### config.mk
export PLATFORM = sky130hd
export DESIGN_NAME = frame_sync
export DESIGN_NICKNAME = d
export VERILOG_FILES = /design/src/rtl/frame_sync.sv
export SDC_FILE = /design/constraint.sdc
export NUM_CORES = 1
export LEC_CHECK = 0
export BUFFER_PORTS_ARGS = -buffer_cell sky130_fd_sc_hd__buf_4
export CORE_MARGIN = 1
export CORE_UTILIZATION = 51
export CTS_CLUSTER_SIZE = 14
export DETAILED_ROUTE_END_ITERATION = 10
export HOLD_SLACK_MARGIN = 0.06
export PLACE_DENSITY = 0.77
export SYNTH_ARGS = -nofsm -noshare
export SYNTH_HDL_FRONTEND = slang
export SYNTH_SLANG_ARGS = --single-unit
### constraint.sdc
create_clock -name clk -period 1.9 [get_ports clk]
set_input_delay 0.19 -clock clk [delete_from_list [all_inputs] [get_ports clk]]
set_output_delay 0.19 -clock clk [all_outputs]
set_load 0.01 [all_outputs]
### src/rtl/frame_sync.sv
// frame_sync: bit-level header search, then MSB-first payload deserialization into bytes.
// Latency: frame_start_o one cycle after the last header bit; byte_valid_o one cycle after the 8th bit of a byte.
// Backpressure: none; one bit is consumed per sync_flag_i strobe. Optional macro FRAME_SYNC_INV_HEADER_EN accepts the complemented header.
module frame_sync #(
    parameter logic [15:0] HEADER        = 16'hEB90,
    parameter int          PAYLOAD_BYTES = 8
) (
    input  logic       clk,
    input  logic       rst_n,
    input  logic       demo_ser_i,
    input  logic       sync_flag_i,
    output logic [7:0] byte_o,
    output logic       byte_valid_o,
    output logic       frame_start_o,
    output logic       frame_done_o,
    output logic       locked_o,
    output logic       inverted_o
);

    localparam logic [0:0] SEARCH    = 1'b0;
    localparam logic [0:0] PAYLOAD   = 1'b1;
    localparam logic [7:0] LAST_BYTE = 8'(PAYLOAD_BYTES - 1);

    logic [0:0]  state;
    logic [15:0] sr;
    logic [4:0]  fill;
    logic [2:0]  bit_cnt;
    logic [7:0]  byte_cnt;
    logic [6:0]  byte_sr;
    logic        inv_q;

    logic [15:0] sr_next;
    logic [4:0]  fill_next;
    logic        hdr_hit;
    logic        inv_hit;
    logic [7:0]  byte_next;

    // Next-state values for the header shifter and the byte deserializer.
    always_comb begin
        sr_next   = {sr[14:0], demo_ser_i};
        fill_next = (fill == 5'd16) ? fill : fill + 5'd1;
        hdr_hit   = (fill_next == 5'd16) && (sr_next == HEADER);
`ifdef FRAME_SYNC_INV_HEADER_EN
        // A true header wins if both ever compare equal.
        inv_hit   = (fill_next == 5'd16) && (sr_next == ~HEADER) && !hdr_hit;
`else
        inv_hit   = 1'b0;
`endif
        byte_next = {byte_sr, demo_ser_i ^ inv_q};
    end

    // SEARCH/PAYLOAD state machine, deserializer and registered strobes.
    always_ff @(posedge clk or negedge rst_n) begin
        if (!rst_n) begin
            state         <= SEARCH;
            sr            <= 16'h0000;
            fill          <= 5'd0;
            bit_cnt       <= 3'd0;
            byte_cnt      <= 8'd0;
            byte_sr       <= 7'd0;
            inv_q         <= 1'b0;
            byte_o        <= 8'h00;
            byte_valid_o  <= 1'b0;
            frame_start_o <= 1'b0;
            frame_done_o  <= 1'b0;
        end else begin
            byte_valid_o  <= 1'b0;
            frame_start_o <= 1'b0;
            frame_done_o  <= 1'b0;
            if (sync_flag_i) begin
                case (state)
                    SEARCH: begin
                        sr   <= sr_next;
                        fill <= fill_next;
                        if (hdr_hit || inv_hit) begin
                            state         <= PAYLOAD;
                            frame_start_o <= 1'b1;
                            inv_q         <= inv_hit;
                        end
                    end
                    default: begin
                        byte_sr <= byte_next[6:0];
                        bit_cnt <= bit_cnt + 3'd1;
                        if (bit_cnt == 3'd7) begin
                            byte_o       <= byte_next;
                            byte_valid_o <= 1'b1;
                            byte_cnt     <= byte_cnt + 8'd1;
                            if (byte_cnt == LAST_BYTE) begin
                                // Back to search with nothing of the payload kept,
                                // so the next header must arrive in full.
                                frame_done_o <= 1'b1;
                                state        <= SEARCH;
                                sr           <= 16'h0000;
                                fill         <= 5'd0;
                                bit_cnt      <= 3'd0;
                                byte_cnt     <= 8'd0;
                            end
                        end
                    end
                endcase
            end
        end
    end

    assign locked_o = (state == PAYLOAD);

`ifdef FRAME_SYNC_INV_HEADER_EN
    assign inverted_o = inv_q;
`else
    assign inverted_o = 1'b0;
`endif

endmodule

### After elaboration in Yosys (flattened, before gate mapping)

Index checks and enable logic that the tools add are counted.

| word-level totals | value |
|---|---|
| output and inout port bits | 13 |
| input bits | 4 |
| register bits | 50 |

| cells by class | value |
|---|---|
| equality and inequality tests | 7 |
| multiplexer cells | 23 |
| reductions and logical operators | 4 |
| $add $sub $neg | 3 |

Operator list:

| kind | count |
|---|---|
| $mux 15 | 3 |
| $mux 5 | 4 |
| $eq 16x16->1 const B | 1 |
| $mux 1 | 13 |
| $eq 5x5->1 const B | 2 |
| $add 8x1->8 const B | 1 |
| $eq 8x3->1 const B | 1 |
| $mux 8 | 1 |
| $mux 3 | 2 |
| $reduce_and 3->1 | 2 |
| $add 5x1->5 const B | 1 |
| $ne 2x1->1 const B | 2 |
| $add 3x1->3 const B | 1 |
| $eq 3x3->1 const B | 1 |
| $reduce_and 2->1 | 1 |
| $logic_and 1x1->1 | 1 |

### Longest topological paths before layout

| depth | value |
|---|---|
| word-level depth | 7 |
| depth in mapped cells | 7 |
| mapped depth without buffers | 7 |

### Worst setup path before layout

Ideal clock, no wire load.

| timing | value |
|---|---|
| path type | reg2reg |
| from | reg byte_cnt[3] |
| to | reg sr[3] |
| data required time | 1779 ps |
| clock period less this slack | 1659 ps |
| cell stages (with the launch flop) | 6 |
| setup time | 121 ps |
| arrival time | 1538 ps |
| path buffers | 1 |
| path slack | 241 ps |
| cell sequence | dfrtp_1 -> or4_1 -> o41ai_2 -> nand2_1 -> buf_6 -> a22o_1 |

| on the way | value |
|---|---|
| cells in the longest elaborated chain, start to end | 3 |

Ends and longest elaborated chain:

| what | line | text |
|---|---|---|
| start, declared | 28 | `logic [7:0] byte_cnt;` |
| start signal, assigned | 87 | `byte_cnt <= byte_cnt + 8'd1;` |
| $eq 8x3->1 | 88 | `if (byte_cnt == LAST_BYTE) begin` |
| $ne 2x1->1 (no source line) | - |  |
| $reduce_and 3->1 (no source line) | - |  |
| end signal, assigned | 73 | `sr <= sr_next;` |
| end, declared | 25 | `logic [15:0] sr;` |

Every way passes these cells.
A chain may end at the register's enable or synchronous reset.

### Worst setup path after layout

| timing | value |
|---|---|
| from | reg byte_cnt[3] |
| to | reg sr[14] |

The elaborated chain is that of the path after synthesis.

==> impl_metrics.env <==
export IMPL_status="completed"
export IMPL_grt_max_degree=51
export IMPL_antenna_left=0
export IMPL_syn_area_mm2=0.002188
export IMPL_slew_violations=0
export IMPL_ir_drop_mv=0.4928
export IMPL_cp_slowest_cell="or4_1"
export IMPL_max_freq_mhz=558.8
export IMPL_clkPwrFrac_pct=31.6
export IMPL_portBuffers=15
export IMPL_crit_path_end_kind="flip-flop"
export IMPL_vias_per_cell=5.781
export IMPL_diodes=0
export IMPL_critPathBufInv=1
export IMPL_synth_edf_count=0
export IMPL_clk_latency_ns=0.30
export IMPL_clock_sinks=50
export IMPL_track_usage_pct=20.19
export IMPL_relSlewSlack_pct=31.97
export IMPL_p_sw_mw=0.6086
export IMPL_antenna_found_initial=0
export IMPL_grt_pass1_wl_mm=6.665
export IMPL_drive_gt1_share_pct=19.42
export IMPL_syn_nets=198
export IMPL_die_x_um=67.51
export IMPL_root_buffer="clkbuf_8"
export IMPL_grt_setup_unrepaired="no"
export IMPL_core_area_mm2=0.004058
export IMPL_path_delay_family="simple AND/OR/NAND/NOR gates"
export IMPL_dieArea_mm2=0.004557
export IMPL_finalSetupViolations=0
export IMPL_min_path_type="primary input to flip-flop"
export IMPL_layout_common_cells="50 x dfrtp_1, 35 x nand2_1, 18 x buf_4, 16 x a22o_1, 10 x mux2_2"
export IMPL_worstPathRequired_ns=2.09
export IMPL_finalCritPeriodShare_pct=94.19
export IMPL_grt_pass1_vias=1426
export IMPL_clock_skew_ns=0.005293
export IMPL_p_int_mw=1.768
export IMPL_start_util_pct=53.93
export IMPL_crit_type="flip-flop to flip-flop"
export IMPL_synthesis_instances=189
export IMPL_die_h_um=67.51
export IMPL_cts_tree="done"
export IMPL_crit_fanout=20
export IMPL_gp_congestion=0.7891
export IMPL_synth_flop_cell="dfrtp_1"
export IMPL_fin_util_pct=60.62
export IMPL_slowest_delay_ns=0.55
export IMPL_fin_crit_ns=1.790
export IMPL_gr_total_overflow=0
export IMPL_sw_frac_of_total_pct=25.61
export IMPL_clk_path_buf_depth=2
export IMPL_stdcell_area_mm2=0.002460
export IMPL_maxCapViolCount=0
export IMPL_place_hpwl_mm=2.789
export IMPL_comb_power_share_pct=14.5
export IMPL_syn2layout_area_growth_pct=12.41
export IMPL_path_clk_slew_ns=0.08
export IMPL_arrival_ns=1.98
export IMPL_wl_per_cell_um=15.64
export IMPL_hold_viol=0
export IMPL_synth_area_per_cell_um2=11.58
export IMPL_num_vias=1480
export IMPL_pin_count=17
export IMPL_postSynth_asyncResetShare_pct=100.0
export IMPL_p_leak_nw=1.265
export IMPL_p_seq_share_pct=53.8
export IMPL_cts_setup_buffers=0
export IMPL_dpl_cell_area_mm2=0.002331
export IMPL_setup_tns_ns=0
export IMPL_worst_pin_slew_ns=1.018
export IMPL_synth_seq_cells=50
export IMPL_h_tree_depth=2
export IMPL_worstPathCellList="or4_1 -> o41ai_2 -> nand2_1 -> buf_4 -> a22o_1"
export IMPL_drcViolationCount=0
export IMPL_firstDrtPassIters=5
export IMPL_yosysWarnings=0
export IMPL_drt_iter0_drc=72
export IMPL_rows=23
export IMPL_power_mw=2.377
export IMPL_yosysSeqAreaShare_pct=57.18
export IMPL_drt_total_wl_mm=4.003
export IMPL_synth_distinct_cells=41
export IMPL_nNetsFinal=215
export IMPL_cts_made_buffers=5
export IMPL_start_kind="flip-flop"
export IMPL_p_per_area_mw_per_mm2=966.2
export IMPL_layout_commonest_cell="dfrtp_1"
-- per-stage QoR --
| step | instances | hold slack (ns) | setup slack, ns |
|---|---|---|---|
| floorplan | 189 | -0.1056 | 0.2414 |
| global placement | 248 | 0.2309 | 0.1733 |
| detailed placement | 248 | 0.2461 | -0.007003 |
| CTS | 256 | 0.1345 | 0.004921 |
| global route | 256 | 0.1549 | 0.03122 |
| finish | 256 | 0.1316 | 0.1104 |
-- synthesized netlist by cell type, types with 2 or more instances --
master     number  area share (%)
nand2_1        35             6.0
inv_1           5            0.86
nand3_1         4            0.91
xor2_1          3             1.2
dfrtp_1        50              57
nand2b_1        2            0.57
nor3_1          2            0.46
nor2_1          6             1.0
and3b_1         2            0.80
a21oi_1         3            0.69
buf_6           2             1.0
or4_1           2            0.69
nor2b_1         3            0.86
a22o_1         16             6.4
ha_1            5             2.9
mux2_2         10             5.1
xnor2_1         4             1.6
clkbuf_1        3            0.51
nor4b_1         2            0.80
nand4_1         4             1.1
buf_2           2            0.46
o2bb2ai_1       2            0.80
a21o_1          4             1.4
-- area by class of cell --
type	instances	area [um^2]
clock inverter	1	30.03
tap	50	62.56
inverter	5	18.77
timing repair buffer	19	145.1
clock buffer	6	82.58
multi-input combinational	125	869.6
sequential	50	1251
fill	331	1598
-- flip-flops by register name, summed over array words and instances (netlist names) --
name	cells
sr	15
byte_cnt	8
byte_o	8
byte_sr	7
fill	5
bit_cnt	3
byte_valid_o	1
frame_done_o	1
frame_start_o	1
locked_o	1
-- cell families after synthesis --
| kind of cell | count (synthesis) | share of synthesized area (%) |
|---|---|---|
| buffers and inverters | 14 | 3.373 |
| AND/OR/NAND/NOR | 71 | 16.64 |
| adder cells (fa/ha/maj) | 5 | 2.859 |
| flip-flops | 50 | 57.18 |
| XOR/XNOR | 7 | 2.802 |
| other | 1 | 0.1714 |
| multiplexers | 11 | 5.603 |
| AO/OA/AOI/OAI | 30 | 11.38 |
-- worst register-to-register path: stages, from the launching register on --
cell and delay, ns:
dfrtp_1 0.42, or4_1 0.55, o41ai_2 0.22, nand2_1 0.09
buf_4 0.21, a22o_1 0.20
-- metal layers --
layer  track usage [%]  wire length, um  up-vias
met3             5.236              151        5
met4             6.649               53        0
li1                  -                -      698
met2             32.80             1951       33
met1             26.17             1846      744
met5                 0                0        -
-- power by group through the flow --
stage | logic [mW] | registers [mW] | clock network, mW
after floorplan | 0.280 | 1.26 | 0
after global placement | 0.333 | 1.29 | 0
after detailed placement | 0.341 | 1.30 | 0
after CTS | 0.347 | 1.28 | 0.755
after global routing | 0.387 | 1.30 | 0.789
final | 0.345 | 1.28 | 0.752
-- final timing paths --
| kind | start | endpoint | slack (ns) | cells past startpoint |
|---|---|---|---|---|
| worst max-delay path | byte_cnt[3] | sr[14] | 0.11 | 5 |
| worst max register to register | byte_cnt[3] | sr[14] | 0.11 | 5 |
| worst min-delay path | demo_ser_i | byte_o[0] | 0.13 | 3 |
| min in group asynchronous | rst_n | sr[5] | 0.44 | 2 |
| max in group asynchronous | rst_n | byte_o[1] | 1.04 | 2 |
| worst min register to register | byte_o[3] | byte_o[3] | 0.49 | 2 |
-- repair_timing --
item | in CTS | in global routing
pin swaps | 0 | 1
endpoints found under the hold margin | 50 | 0
hold buffers | 1 | 0
resized for setup | 1 | 0
setup endpoints to repair | 1 | 2
(Power assumes the default switching activity.)
